===== config.mk =====
export PLATFORM = sky130hd
export DESIGN_NAME = pipe_mem_ctrl
export DESIGN_NICKNAME = d
export VERILOG_FILES = /design/src/rtl/pipe_mem_pkg.sv /design/src/rtl/mem_wait_counter.sv /design/src/rtl/pipe_mem_ctrl.sv
export SDC_FILE = /design/constraint.sdc
export NUM_CORES = 1
export LEC_CHECK = 0
export ABC_AREA = 1
export BUFFER_PORTS_ARGS = -buffer_cell sky130_fd_sc_hd__buf_2
export CORE_ASPECT_RATIO = 0.7
export CORE_UTILIZATION = 25
export DETAILED_ROUTE_END_ITERATION = 12
export GPL_TIMING_DRIVEN = 0
export PLACE_DENSITY_LB_ADDON = 0.12
export SLEW_MARGIN = 20
export SYNTH_ARGS = -nofsm -noshare
export SYNTH_HDL_FRONTEND = slang
export SYNTH_SLANG_ARGS = --single-unit

===== constraint.sdc =====
create_clock -name clock -period 1.85 [get_ports clock]
set_input_delay 0.2775 -clock clock [delete_from_list [all_inputs] [get_ports clock]]
set_output_delay 0.2775 -clock clock [all_outputs]
set_load 0.01 [all_outputs]

===== src/rtl/pipe_mem_pkg.sv =====
// Shared types and constants for the MEM-stage access sequencer.
package pipe_mem_pkg;

  // Sequencer states.
  typedef enum logic [1:0] {
    IDLE     = 2'd0,
    RAM_WAIT = 2'd1,
    IO_WAIT  = 2'd2,
    IO_DONE  = 2'd3
  } state_t;

  // Load data returned to the pipeline when an IO access times out.
  localparam logic [31:0] IO_TIMEOUT_DATA = 32'h0;

  // Width of the IO address bus.
  localparam int IO_ADDR_W = 8;

  // Width of the shared wait counter.
  localparam int CNT_W = 8;

endpackage


===== src/rtl/mem_wait_counter.sv =====
// Loadable down-counter shared by RAM-latency and IO-timeout waits.
// It stops at zero rather than wrapping.
module mem_wait_counter
  import pipe_mem_pkg::*;
(
  input  logic             clock,
  input  logic             resetn,
  input  logic             load,
  input  logic [CNT_W-1:0] value,
  input  logic             dec,
  output logic             zero,
  output logic [CNT_W-1:0] count
);

  logic [CNT_W-1:0] count_r;

  // Load has priority over decrement; decrement stops at zero.
  always_ff @(posedge clock or negedge resetn) begin
    if (!resetn) begin
      count_r <= {CNT_W{1'b0}};
    end else if (load) begin
      count_r <= value;
    end else if (dec && (count_r != {CNT_W{1'b0}})) begin
      count_r <= count_r - {{(CNT_W-1){1'b0}}, 1'b1};
    end else begin
      count_r <= count_r;
    end
  end

  assign count = count_r;
  assign zero  = (count_r == {CNT_W{1'b0}});

endmodule


===== src/rtl/pipe_mem_ctrl.sv =====
// MEM-stage access sequencer: routes loads/stores to data RAM or IO,
// inserts wait states and supplies the load data latched by MEM/WB.
module pipe_mem_ctrl
  import pipe_mem_pkg::*;
#(
  parameter int RAM_LAT    = 1,
  parameter int IO_TIMEOUT = 15,
  parameter int IO_BIT     = 7
) (
  input  logic                 clock,
  input  logic                 resetn,
  input  logic                 mwmem,
  input  logic                 mm2reg,
  input  logic [31:0]          malu,
  input  logic [31:0]          mb,
  input  logic [31:0]          ram_rdata,
  output logic                 ram_we,
  output logic                 io_req,
  output logic                 io_we,
  output logic [IO_ADDR_W-1:0] io_addr,
  output logic [31:0]          io_wdata,
  input  logic                 io_ack,
  input  logic [31:0]          io_rdata,
  input  logic                 err_clr,
  output logic                 stall,
  output logic [31:0]          mmo,
  output logic                 bus_err
);

  // A zero-latency RAM load completes in IDLE without a wait state.
  localparam bit               RAM_HAS_WAIT = (RAM_LAT != 0);
  localparam logic [CNT_W-1:0] RAM_LOAD_VAL = CNT_W'((RAM_LAT > 0) ? (RAM_LAT - 1) : 0);
  localparam logic [CNT_W-1:0] IO_LOAD_VAL  = CNT_W'(IO_TIMEOUT);

  state_t state_r;
  state_t state_next_s;

  logic access_s;
  logic io_sel_s;
  logic is_store_s;
  logic is_load_s;
  logic io_start_s;
  logic io_timeout_s;
  logic io_finish_s;

  logic             cnt_load_s;
  logic             cnt_dec_s;
  logic [CNT_W-1:0] cnt_value_s;
  logic             cnt_zero_s;
  logic [CNT_W-1:0] cnt_s;

  logic        stall_s;
  logic        ram_we_s;
  logic [31:0] mmo_s;

  logic                 io_req_r;
  logic                 io_we_r;
  logic [IO_ADDR_W-1:0] io_addr_r;
  logic [31:0]          io_wdata_r;
  logic [31:0]          rdata_r;
  logic                 bus_err_r;

  // Only the IO select bit and the low address byte are decoded.
  logic unused_malu_s;
  assign unused_malu_s = ^malu;

  // A simultaneous store and load is treated as a store.
  assign access_s   = mwmem | mm2reg;
  assign io_sel_s   = malu[IO_BIT];
  assign is_store_s = mwmem;
  assign is_load_s  = mm2reg & ~mwmem;
  assign io_start_s = (state_r == IDLE) & access_s & io_sel_s;

  // The last IO_WAIT cycle is the one where the counter would reach zero;
  // an ack on that same cycle wins over the timeout.
  assign io_timeout_s = (state_r == IO_WAIT) & ~io_ack & (cnt_s <= 8'd1);
  assign io_finish_s  = (state_r == IO_WAIT) & (io_ack | io_timeout_s);

  mem_wait_counter u_wait_cnt (
    .clock  (clock),
    .resetn (resetn),
    .load   (cnt_load_s),
    .value  (cnt_value_s),
    .dec    (cnt_dec_s),
    .zero   (cnt_zero_s),
    .count  (cnt_s)
  );

  // State register.
  always_ff @(posedge clock or negedge resetn) begin
    if (!resetn) begin
      state_r <= IDLE;
    end else begin
      state_r <= state_next_s;
    end
  end

  // Next-state decode.
  always_comb begin
    state_next_s = state_r;
    case (state_r)
      IDLE: begin
        if (access_s && io_sel_s) begin
          state_next_s = IO_WAIT;
        end else if (is_load_s && RAM_HAS_WAIT) begin
          state_next_s = RAM_WAIT;
        end else begin
          state_next_s = IDLE;
        end
      end
      RAM_WAIT: begin
        if (cnt_zero_s) begin
          state_next_s = IDLE;
        end else begin
          state_next_s = RAM_WAIT;
        end
      end
      IO_WAIT: begin
        if (io_finish_s) begin
          state_next_s = IO_DONE;
        end else begin
          state_next_s = IO_WAIT;
        end
      end
      IO_DONE: begin
        state_next_s = IDLE;
      end
      default: begin
        state_next_s = IDLE;
      end
    endcase
  end

  // Stall, RAM write strobe, counter control and load-data mux.
  always_comb begin
    stall_s     = 1'b0;
    ram_we_s    = 1'b0;
    mmo_s       = ram_rdata;
    cnt_load_s  = 1'b0;
    cnt_dec_s   = 1'b0;
    cnt_value_s = {CNT_W{1'b0}};
    case (state_r)
      IDLE: begin
        if (access_s && io_sel_s) begin
          stall_s     = 1'b1;
          cnt_load_s  = 1'b1;
          cnt_value_s = IO_LOAD_VAL;
        end else if (is_store_s) begin
          ram_we_s = 1'b1;
        end else if (is_load_s && RAM_HAS_WAIT) begin
          stall_s     = 1'b1;
          cnt_load_s  = 1'b1;
          cnt_value_s = RAM_LOAD_VAL;
        end else begin
          stall_s = 1'b0;
        end
      end
      RAM_WAIT: begin
        stall_s   = ~cnt_zero_s;
        cnt_dec_s = ~cnt_zero_s;
      end
      IO_WAIT: begin
        stall_s   = 1'b1;
        cnt_dec_s = 1'b1;
        mmo_s     = rdata_r;
      end
      IO_DONE: begin
        mmo_s = rdata_r;
      end
      default: begin
        stall_s = 1'b0;
      end
    endcase
  end

  // IO request and its latched address, data and direction.
  always_ff @(posedge clock or negedge resetn) begin
    if (!resetn) begin
      io_req_r   <= 1'b0;
      io_we_r    <= 1'b0;
      io_addr_r  <= {IO_ADDR_W{1'b0}};
      io_wdata_r <= 32'h0;
    end else if (io_start_s) begin
      io_req_r   <= 1'b1;
      io_we_r    <= mwmem;
      io_addr_r  <= malu[IO_ADDR_W-1:0];
      io_wdata_r <= mb;
    end else if (io_finish_s) begin
      io_req_r <= 1'b0;
    end else begin
      io_req_r <= io_req_r;
    end
  end

  // IO read data captured on ack, forced to the timeout value on expiry.
  always_ff @(posedge clock or negedge resetn) begin
    if (!resetn) begin
      rdata_r <= 32'h0;
    end else if ((state_r == IO_WAIT) && io_ack) begin
      rdata_r <= io_rdata;
    end else if (io_timeout_s) begin
      rdata_r <= IO_TIMEOUT_DATA;
    end else begin
      rdata_r <= rdata_r;
    end
  end

  // Sticky timeout flag; a new timeout beats a simultaneous clear.
  always_ff @(posedge clock or negedge resetn) begin
    if (!resetn) begin
      bus_err_r <= 1'b0;
    end else begin
      bus_err_r <= io_timeout_s | (bus_err_r & ~err_clr);
    end
  end

  assign stall    = stall_s & resetn;
  assign ram_we   = ram_we_s & resetn;
  assign mmo      = mmo_s;
  assign io_req   = io_req_r;
  assign io_we    = io_we_r;
  assign io_addr  = io_addr_r;
  assign io_wdata = io_wdata_r;
  assign bus_err  = bus_err_r;

endmodule


==> impl_results.md, run 1 <==
- Outcome: finished with violations
- Failing checks: negative hold slack, negative setup slack
- Period utilisation layout: 1.067
- Clk Latency, worst-skew pair: 0.34 ns
- Synth Instances: 523
- Dominant cell type by area after synthesis: dfrtp_1
- CP Capture Type: primary output
- Syn Nets: 665
- DR pass1 iterations: 5
- Gr ovfl total: 0
- Worst setup margin: -0.1242 ns
- Wire length per cell: 13.37 µm
- Post-route DRC: 0
- Crit path to: mmo[21]
- Vias per cell: 4.310
- Post-route ant nets: 0
- CTS sink count: 85
- Placed wire-length estimate: 9.530 mm
- R2R Setup Slk: 0.24 ns
- Max stage delay on crit path: 0.40 ns
- Post-synthesis sequential area ratio: 0.4930
- Final Slew Violations: 0
- Worst Setup SP: state_r[0]
- Area Growth Syn to Fin: 49.80%
- Area share of the largest cell type after synthesis: 0.4930
- Vias in the first global route: 4,098
- N_diodes: 0
- Largest net degree at the start of global routing: 64
- Global Route met1 Usage: 0.2041
- Worst R2R Start: u_wait_cnt.count[0]
- Cell family with most CP delay: buffers and inverters
- Vias: 4,232
- CTS clk-pin slew, worst paths: 0.07 ns
- Fmax: 506.5 MHz
- YS warnings: 0
- Final hold vios: 61
- CTS tree: built
- Kind of critical path: reg2out
- Worst clock skew: 0.006464 ns
- Register-to-Register Path Depth: 9
- CP max FO: 7
- P_leak: 0.003448 µW
- CP Depth: 8
- CP arrival: 1.70 ns
- Top Ports: 211
- Setup repair after global routing missed its margin: true
- Fin area: 6462 µm²
- Dpl cell area: 5555 µm²
- Horiz. Die Dim: 159.0 µm
- Initial antenna violation count: 1
- Root Driver: clkbuf_16
- Clock Tree Buf Depth: 2
- Post-Place Cells: 934
- Slew Limit Headroom: 0.6478
- M2 GR Usage: 0.2304
- 1st-iter DRT viols: 218
- Worst reg2reg endpoint: rdata_r[28]
- Min Hold Slack: -0.06539 ns
- Crit path top cell by count: buf_8
- Synth Area per Inst: 8.249 µm²
- Most common cell after layout, fill and taps aside: buf_2
- Clock H-tree levels: 3
- Cell Rows: 39
- Share of layout cells above drive strength 1: 0.4544
- Gr busiest metal: met2
- Max Cap Viol: 0
- Fill cells: 1,736
- Net count, final: 894
- Worst slew pin tran: 0.5284 ns
- VDD IR-drop max: 612.5 µV
- Final std cells w/o fill: 982
- Pwr/cell area: 1716 nW/µm²
- Slowest stage cell on the critical path: dfrtp_1
- Grt met3 use: 0.03949
- Largest cells by area after synthesis: dfrtp_1 49%, nand2_1 14%, nand3_1 9.5%
- Detailed-route wire length: 13.13 mm
- Worst Hold Class: in2async
- First-pass GRT wire length: 20.93 mm
- Worst path cell trace: inv_2 > ha_4 > nor2_4 > buf_8 > buf_8 > nand2_2 > o21ai_1 > buf_2
- Die Area: 17,790 µm²
- Setup violations, final: 33
- Core area: 16,590 µm²
- Tmin final: 1.974 ns
- Hold buffers post-CTS: 3
- IO Port Bufs: 185
- Commonest non-fill, non-tap cells in the layout: 186 x buf_2, 138 x nand2_1, 85 x dfrtp_1
- Yosys reg bits: 85
- CP bufs+invs: 4
- WP data required: 1.57 ns
- Gr usage total: 0.1475
- Mapped Area: 4314 µm²
- Cts bufs inserted: 9
- Initial core utilization: 0.2600
- Crit path launch type: register
- DIE HEIGHT: 111.9 µm
- Netlist cell types: 23
- Gpl congestion: 0.7847
through the flow:
step / TNS [ns] / setup WS, ns / power (µW) / utilization
after floorplan: 0 / 0.2216 / 6180 / -
after global placement: -42.54 / -0.9130 / 7826 / 0.3328
after detailed placement: -8.064 / -0.3499 / 7913 / 0.3348
after CTS: -5.554 / -0.1876 / 10770 / 0.3765
after global routing: -6.190 / -0.2084 / 11980 / 0.3895
final: -3.188 / -0.1242 / 11090 / 0.3895
cells in the mapped netlist:
master / instances
o211ai_1: 1
o21ai_2: 30
nor3_1: 1
nor2_1: 13
inv_1: 46
clkbuf_1: 15
nand4_1: 1
nand3_1: 82
nand2_1: 159
o21a_1: 2
buf_12: 3
nor2_4: 2
nand2_2: 7
nand2_4: 4
nor3_2: 1
ha_1: 8
o21ai_0: 42
dfrtp_1: 85
a21oi_1: 1
nor2_2: 2
buf_2: 8
inv_2: 5
buf_4: 5
report_power, final:
| group | internal (µW) | switching [µW] | total (µW) |
|---|---|---|---|
| registers | 2720 | 405 | 3120 |
| clock network | 1210 | 810 | 2020 |
| logic | 2590 | 3350 | 5950 |
repair_timing:
action	4_1_cts	5_1_grt
hold endpoints to repair	24	61
resized for setup	78	35
buffers inserted	15	13
cloned	2	1
endpoints found under the setup margin	34	34
pin swaps	6	6
cells by family after synthesis:
family | count (synthesis) | synth area share
simple gates | 272 | 0.2784
compound gates | 76 | 0.1160
fa+ha+maj | 8 | 0.02320
flops | 85 | 0.4930
buf+inv | 82 | 0.08933
final cells by class:
type,instances,area [µm²],share of cell area
plain buffers,29,260.3,0.04027
clock buffers,9,225.2,0.03485
clock inverters,7,105.1,0.01626
repair buffers,220,1305,0.2019
well taps,225,281.5,0.04356
inverters,51,196.4,0.03040
multi-input cells,356,1962,0.3036
flip-flops and latches,85,2127,0.3291
sequential cells by signal (all words and copies together) (netlist names):
signal            flops
io_wdata             32
rdata_r              32
io_addr               8
u_wait_cnt.count      8
state_r               2
bus_err               1
io_req                1
io_we                 1
worst min-delay path by stage:
stage                    start           to  slack (ns)  depth (start not counted)
floorplan               resetn      bus_err       -0.02                          0
global placement    io_addr[7]   io_addr[7]        0.45                          2
detailed placement      resetn  io_wdata[4]        0.16                          1
CTS                     resetn  io_wdata[2]       -0.05                          2
global route            resetn  io_wdata[2]       -0.04                          2
finish                  resetn  io_wdata[8]       -0.07                          2
layer usage:
layer / part of all wire / vias to the layer above
met2: 0.46 / 107
li1: - / 2141
met5: 0.0013 / -
met1: 0.48 / 1969
met4: 0.0097 / 2
met3: 0.056 / 13
No activity file was read; power rests on OpenSTA's default activity.
==> inputs of run 2 (changes only) <==
--- a/config.mk
+++ b/config.mk
@@ -11,8 +11,7 @@
 export CORE_UTILIZATION = 25
 export DETAILED_ROUTE_END_ITERATION = 12
 export GPL_TIMING_DRIVEN = 0
-export PLACE_DENSITY_LB_ADDON = 0.12
-export SLEW_MARGIN = 20
+export PLACE_DENSITY = 0.48
 export SYNTH_ARGS = -nofsm -noshare
 export SYNTH_HDL_FRONTEND = slang
 export SYNTH_SLANG_ARGS = --single-unit
==> constraint.sdc (replaced) <==
create_clock -name clock -period 1.83 [get_ports clock]
set_input_delay 0.2745 -clock clock [delete_from_list [all_inputs] [get_ports clock]]
set_output_delay 0.2745 -clock clock [all_outputs]
set_load 0.01 [all_outputs]
==> impl_results.md, run 2 (synthesis results as in run 1) <==
- Min Hold Slack: 0.1085 ns (was -0.06539 ns)
- Initial antenna violation count: 1 (unchanged)
- Placed wire-length estimate: 9.386 mm (was 9.530 mm)
- Gr usage total: 0.1513 (was 0.1475)
- Clk Latency, worst-skew pair: 0.35 ns (was 0.34 ns)
- Cts bufs inserted: 9 (unchanged)
- VDD IR-drop max: 507.3 µV (was 612.5 µV)
- N_diodes: 0 (unchanged)
- CP max FO: 7 (unchanged)
- Pwr/cell area: 1712 nW/µm² (was 1716 nW/µm²)
- Final hold vios: 0 (was 61)
- Clock Tree Buf Depth: 2 (unchanged)
- Area Growth Syn to Fin: 50.55% (was 49.80%)
- CP arrival: 1.77 ns (was 1.70 ns)
- Die Area: 17,790 µm² (unchanged)
- Final Slew Violations: 0 (unchanged)
- WP data required: 1.56 ns (was 1.57 ns)
- Net count, final: 888 (was 894)
- Most common cell after layout, fill and taps aside: buf_2 (unchanged)
- Setup violations, final: 33 (unchanged)
- Root Driver: clkbuf_16 (unchanged)
- Top Ports: 211 (unchanged)
- Post-route DRC: 0 (unchanged)
- Crit path launch type: register (unchanged)
- Failing checks: negative setup slack (was negative hold slack, negative setup slack)
- Worst setup margin: -0.2115 ns (was -0.1242 ns)
- Commonest non-fill, non-tap cells in the layout: 187 x buf_2, 128 x nand2_1, 84 x dfrtp_1 (was 186 x buf_2, 138 x nand2_1, 85 x dfrtp_1)
- Setup repair after global routing missed its margin: true (unchanged)
- Wire length per cell: 13.81 µm (was 13.37 µm)
- Vias per cell: 4.447 (was 4.310)
- Kind of critical path: reg2out (unchanged)
- Worst Hold Class: in2reg (was in2async)
- Vias in the first global route: 4,303 (was 4,098)
- Gpl congestion: 0.7798 (was 0.7847)
- Cell Rows: 39 (unchanged)
- Period utilisation layout: 1.116
- Horiz. Die Dim: 159.0 µm (unchanged)
- DR pass1 iterations: 4 (was 5)
- Vias: 4,336 (was 4,232)
- Detailed-route wire length: 13.47 mm (was 13.13 mm)
- Core area: 16,590 µm² (unchanged)
- Slew Limit Headroom: 0.6430 (was 0.6478)
- CTS tree: built (unchanged)
- Gr ovfl total: 0 (unchanged)
- Tmin final: 2.041 ns
- First-pass GRT wire length: 21.47 mm (was 20.93 mm)
- Share of layout cells above drive strength 1: 0.4680 (was 0.4544)
- DIE HEIGHT: 111.9 µm (unchanged)
- 1st-iter DRT viols: 183 (was 218)
- Worst slew pin tran: 0.5337 ns (was 0.5284 ns)
- Fmax: 489.8 MHz
- Worst clock skew: 0.009876 ns (was 0.006464 ns)
- CTS clk-pin slew, worst paths: 0.07 ns (about the same)
- Max Cap Viol: 0 (unchanged)
- IO Port Bufs: 185 (unchanged)
- Largest net degree at the start of global routing: 51 (was 64)
- Clock H-tree levels: 3 (unchanged)
- CP Capture Type: primary output (unchanged)
- Outcome: finished with violations (unchanged)
- CTS sink count: 85 (unchanged)
- Initial core utilization: 0.2600 (unchanged)
- Setup WS pre-CTS: -0.2648 ns (was -0.3499 ns)
- Post-route ant nets: 0 (unchanged)
- P_leak: 0.003444 µW (was 0.003448 µW)
## run 2: cell count changes in the layout (fill, tap and decap cells not counted), moves of 3 or more
cell | before | now
nand2_2 | 26 | 30
o21ai_2 | 39 | 45
nand2_1 | 138 | 128
nand2_4 | 5 | 11
buf_4 | 29 | 20
clkbuf_16 | 11 | 14
o21ai_1 | 21 | 17
## run 2: layout make-up
| cell class | instances | area, µm² |
|---|---|---|
| Timing Repair Buffer | 214 | 1300 |
| Tap cell | 225 | 281.5 |
| Clock buffer | 9 | 225.2 |
| Clock inverter | 6 | 71.32 |
| Buffer | 29 | 265.3 |
| Inverter | 51 | 196.4 |
| Fill cell | 1756 | 10100 |
| Sequential cell | 85 | 2128 |
| Multi-Input combinational cell | 356 | 2027 |
## run 2: worst paths after layout
check                                   from                   to  slack, ns  depth (start not counted)
worst max-delay path              state_r[1]              mmo[20]      -0.21                          7
worst min-delay path                 err_clr              bus_err       0.11                          2
worst max register to register    state_r[1]           io_addr[2]       0.15                          8
worst min register to register  io_wdata[10]         io_wdata[10]       0.47                          2
max in group asynchronous             resetn           rdata_r[1]       0.24                          4
min in group asynchronous             resetn  u_wait_cnt.count[7]       0.47                          3
## run 2: through the flow
| stage | setup TNS, ns | cell area, µm² | cells | total power [µW] | util |
|---|---|---|---|---|---|
| 2_1_floorplan | 0 | 4314 | 523 | 6247 | - |
| 3_3_place_gp | -40.91 | 5522 | 933 | 7890 | 0.3328 |
| 3_5_place_dp | -5.802 | 5552 | 934 | 7967 | 0.3346 |
| 4_1_cts | -5.599 | 6116 | 966 | 10530 | 0.3686 |
| 5_1_grt | -8.619 | 6495 | 975 | 12010 | 0.3915 |
| 6_report | -5.379 | 6495 | 975 | 11120 | 0.3915 |
## run 2: metal layers
metal / up-vias / share of wire / global-route usage
met5: - / 0.00089 / 0
met4: 2 / 0.012 / 0.04103
met3: 15 / 0.060 / 0.04806
met2: 120 / 0.47 / 0.2398
met1: 2072 / 0.46 / 0.1986
li1: 2127 / - / -
## run 2: where the power goes
group,internal (µW),switching [µW]
combinational,2650,3440
clock,1070,800
sequential,2750,414
total,6470,4650
## run 2: what timing repair did
action	4_1_cts	5_1_grt
pin swaps	4	6
hold endpoints to repair	28	43
gates cloned	0	4
setup buffers	15	5
hold buffers	3	2
resized for setup	62	70
endpoints found under the setup margin	34	49
## run 2: critical path: stages (launching register included)
cell       delay (ns)
dfrtp_2          0.45
ha_2             0.22
nor2_4           0.15
buf_12           0.17
clkbuf_16        0.16
nand2_2          0.04
o21ai_1          0.07
buf_2            0.15
